==> src/rtl/dtu_serializer_array.sv <==
// Multi-lane word serializer: parallel words are loaded every WORD_BITS cycles
// and shifted out one bit per cycle per lane, with training, idle fill and lane gating.
module dtu_serializer_array #(
    parameter int                   N_LANES       = 4,
    parameter int                   WORD_BITS     = 32,
    parameter logic [WORD_BITS-1:0] TRAIN_PATTERN = 32'hA5A5_5A5A,
    parameter logic [WORD_BITS-1:0] IDLE_PATTERN  = 32'hEAAA_AAAA
) (
    input  logic                           clock,
    input  logic                           rst_b,
    input  logic [N_LANES*WORD_BITS-1:0]   DataIn,
    input  logic                           data_valid,
    input  logic                           train_mode,
    input  logic                           lsb_first,
    input  logic [N_LANES-1:0]             lane_enable,
    output logic [N_LANES-1:0]             DataOut,
    output logic                           handshake,
    output logic                           frame_start,
    output logic [15:0]                    word_count,
    output logic [7:0]                     idle_count
);

    localparam int CW = $clog2(WORD_BITS);
    localparam logic [CW-1:0] LAST = CW'(WORD_BITS - 1);

    logic [CW-1:0]        cnt;
    logic                 ord;
    logic                 ord_next;
    logic                 load;
    logic                 take_data;
    logic                 take_idle;
    logic [WORD_BITS-1:0] src      [N_LANES];
    logic [WORD_BITS-1:0] sh       [N_LANES];
    logic [WORD_BITS-1:0] sh_next  [N_LANES];
    logic [N_LANES-1:0]   bit_next;

    // Inputs only matter on the load edge; everything else runs off the latched word.
    always_comb begin
        load      = (cnt == LAST);
        take_data = load && !train_mode && data_valid;
        take_idle = load && !train_mode && !data_valid;
        ord_next  = load ? lsb_first : ord;
        bit_next  = '0;
        for (int i = 0; i < N_LANES; i++) begin
            if (train_mode)
                src[i] = TRAIN_PATTERN;
            else if (data_valid)
                src[i] = DataIn[i*WORD_BITS +: WORD_BITS];
            else
                src[i] = IDLE_PATTERN;

            if (load)
                sh_next[i] = lane_enable[i] ? src[i] : '0;
            else if (ord)
                sh_next[i] = sh[i] >> 1;
            else
                sh_next[i] = sh[i] << 1;

            // The output bit is taken from the value the shifter is about to hold,
            // so the first bit of a word appears right after its load edge.
            bit_next[i] = ord_next ? sh_next[i][0] : sh_next[i][WORD_BITS-1];
        end
    end

    always_ff @(posedge clock or negedge rst_b) begin
        if (!rst_b) begin
            cnt         <= '0;
            ord         <= 1'b0;
            DataOut     <= '0;
            handshake   <= 1'b0;
            frame_start <= 1'b0;
            word_count  <= '0;
            idle_count  <= '0;
            for (int i = 0; i < N_LANES; i++) sh[i] <= '0;
        end else begin
            cnt         <= cnt + CW'(1);
            ord         <= ord_next;
            DataOut     <= bit_next;
            handshake   <= take_data;
            frame_start <= load;
            for (int i = 0; i < N_LANES; i++) sh[i] <= sh_next[i];
            if (take_data)
                word_count <= word_count + 16'd1;
            if (take_idle && idle_count != 8'hFF)
                idle_count <= idle_count + 8'd1;
        end
    end

endmodule
==> config.mk <==
export PLATFORM = sky130hd
export DESIGN_NAME = dtu_serializer_array
export DESIGN_NICKNAME = d
export VERILOG_FILES = /design/src/rtl/dtu_serializer_array.sv
export SDC_FILE = /design/constraint.sdc
export NUM_CORES = 1
export LEC_CHECK = 0
export ABC_AREA = 1
export BUFFER_PORTS_ARGS = -buffer_cell sky130_fd_sc_hd__buf_2
export CELL_PAD_IN_SITES_DETAIL_PLACEMENT = 2
export CELL_PAD_IN_SITES_GLOBAL_PLACEMENT = 2
export CORE_UTILIZATION = 33
export DETAILED_ROUTE_END_ITERATION = 8
export GPL_ROUTABILITY_DRIVEN = 0
export PLACE_DENSITY = 0.9
export SLEW_MARGIN = 0
export SYNTH_ARGS = -nofsm -noshare
export SYNTH_HDL_FRONTEND = slang
export SYNTH_SLANG_ARGS = --single-unit
==> constraint.sdc <==
create_clock -name clock -period 2.6 [get_ports clock]
set_clock_uncertainty 0.2 [all_clocks]
set_input_delay 0.52 -clock clock [delete_from_list [all_inputs] [get_ports clock]]
set_output_delay 0.52 -clock clock [all_outputs]
set_load 0.02 [all_outputs]
==> summary.md <==
| Metric | Value |
|---|---|
| Library cells used by synthesis | 29 |
| Period utilisation layout | 93.5% |
| Max Cap Viol | 0 |
| Layout net count | 1080 |
| Largest fanout on the critical path | 8 |
| Wirelength per Cell | 21.6 microns |
| Worst VDD drop | 0.000405 V |
| CP endpoint kind | flop |
| Ant. Diodes | 0 |
| Row count | 54 |
| Total GRT Usage | 24.2% |
| Type of the worst min-delay path | input pin to flop |
| Synth Register Bits | 164 |
| Area grow syn2layout | 24.8% |
| Post-synthesis async set-or-reset flop share | 100% |
| Initial antenna violation count | 0 |
| Number of synthesized flops with an enable pin | 0 |
| Core ar. | 21800 sq um |
| Initial detailed-routing violation count | 269 |
| Yosys synthesis warning count | 0 |
| Vias in the first global route | 7439 |
| Slew HR | 66.2% |
| RR Startpoint | cnt[0] |
| # port buffers | 166 |
| Worst setup path category | flop to flop |
| Most frequent cells in the layout | buf_2, dfrtp_1, nand2_1, o21ai_0, inv_1 |
| Hold Startpoint | DataIn[92] |
| Largest net degree at the start of global routing | 48 |
| 1st-pass router iterations | 5 |
| Sink Count | 164 |
| Antenna Nets Post-Route | 0 |
| Most common cell after layout, fill and taps aside | buf_2 |
| Seq/Total Area, Yosys | 55.8% |
| GR Overflow Total | 0 |
| Prevailing post-synth register cell | dfrtp_1 |
| RSZ-0062 raised after global routing | no |
| Mapped Area | 7360 sq um |
| Root buf cell | clkbuf_16 |
| Vias | 6692 |
| Vias/cell | 5.44 |
| CTS clock-pin slew for the worst setup and hold paths | 0.07 ns |
| Max Freq | 0.411 GHz |
| Die height | 151 microns |
| Syn_area_per_cell | 9.54 sq um |
| Skew-Pair Late Insertion Delay | 0.44 ns |
| Leakage Power | 4.53 nW |
| Detailed Place HPWL | 18500 microns |
| Setup TNS | 0 ns |
| Hold Fails Final Rpt | 0 |
| Htree depth | 4 |
| Power Dens Cells | 677 nW/um^2 |
| CP arrival | 2.60 ns |
| Hold slack final | 0.0799 ns |
| # IOs | 167 |
| Mapped Nets | 913 |
| Max clock buf depth | 2 |
| Fillers | 2394 |
| Global-route wire length before repair | 41100 microns |
| DRC | 0 |
| Pins over their slew limit | 0 |
| CTS tree | built |
| CP Launch Point | cnt[0] |
| Final WL | 26600 microns |
| Fraction of layout cells with a size suffix above 1 | 24.9% |
| Die width | 151 microns |
| Die Area | 22900 sq um |
| Outcome | finished clean |
| Tightest Pin Transition | 0.508 ns |
| TritonCTS Buffers | 17 |
| Final setup vio count | 0 |
| Tmin final | 2.43 ns |
| Starting Density | 33.7% |
| Crit start category | flop |
| Mapped Cells | 771 |
| CP Data Required Time | 2.77 ns |
==> kinds of logic after synthesis <==
logic type | after synthesis | synth area share (%)
AO/OA/AOI/OAI | 258 | 22.7
XOR/XNOR | 18 | 2.14
buffers and inverters | 131 | 7.43
AND/OR/NAND/NOR | 195 | 11.1
flip-flops | 164 | 55.8
adder cells (fa/ha/maj) | 5 | 0.850
==> final timing paths <==
check                                end  slack [ns]  depth (start not counted)
setup / recovery              DataOut[3]        0.17                         10
hold / removal                    sh[60]        0.08                          3
setup reg to reg              DataOut[3]        0.17                         10
hold reg to reg                   sh[30]        0.26                          2
max in group asynchronous            ord        1.16                          3
min in group asynchronous  idle_count[2]        0.40                          2
==> layout make-up <==
cell class                 count  area, sq um  area share, %
clock inverter                11          103           1.12
multi-input combinational    476         2720           29.6
clock buffer                  21          460           5.01
inverter                      87          327           3.55
sequential                   164         4100           44.7
timing repair buffer         192         1120           12.2
tap                          280          350           3.81
==> repair_timing <==
action | CTS | global route
hold buffers | 1 | 0
resized for setup | 1 | 3
hold endpoints to repair | 44 | 0
setup buffers | 0 | 0
setup endpoints to repair | 1 | 16
==> through the flow <==
step / power [W] / util, % / instances / setup slack [ns] / instance area (sq um)
final: 0.00622 / 42.1 / 1231 / 0.168 / 9190
after global routing: 0.00646 / 42.1 / 1231 / 0.0220 / 9190
after CTS: 0.00627 / 42.0 / 1231 / 0.0266 / 9180
after detailed placement: 0.00377 / 39.4 / 1198 / 0.0987 / 8600
after global placement: 0.00371 / 39.4 / 1198 / 0.335 / 8600
after floorplan: 0.00338 / - / 771 / 0.635 / 7360
==> cells in the mapped netlist (all sizes together), types with 5 or more instances <==
cell type  count  share of area, %
dfrtp        164                56
nand2        140               7.2
o21ai        102               7.0
inv           87               4.4
a22oi         68               6.9
o221ai        52               6.2
a21oi         32               2.2
nor2          30               1.9
buf           29               2.2
nand3         17               1.3
clkbuf        15              0.80
xnor2          9               1.1
xor2           9               1.1
ha             5              0.85
==> registers in the layout, summed over array words and instances (netlist names) <==
register	flops
handshake	1
word_count	16
idle_count	8
DataOut	4
cnt	5
ord	1
sh	128
frame_start	1
==> critical path: stages, from the launching register on <==
cell     delay (ns)
dfrtp_1        0.38
ha_1           0.20
nand2_1        0.06
nor2_1         0.20
ha_2           0.28
buf_4          0.18
nand2_1        0.21
inv_1          0.28
nand2_1        0.09
o21ai_0        0.13
o21a_1         0.16
==> routing by layer <==
layer,share of wire [%],GRT usage (%),up-vias
li1,-,-,3010
met1,41,28.9,3439
met2,52,42.9,205
met3,4.7,4.52,38
met4,2.3,9.10,0
met5,0,0,-
==> report_power, final <==
group          internal [W]  switching, W  leakage [nW]  total [W]
logic              0.000312      0.000464          2.07   0.000775
clock network       0.00137       0.00110         0.258    0.00247
registers           0.00283      0.000148          2.20    0.00298
Note: power is estimated with default switching activity, not from simulation.
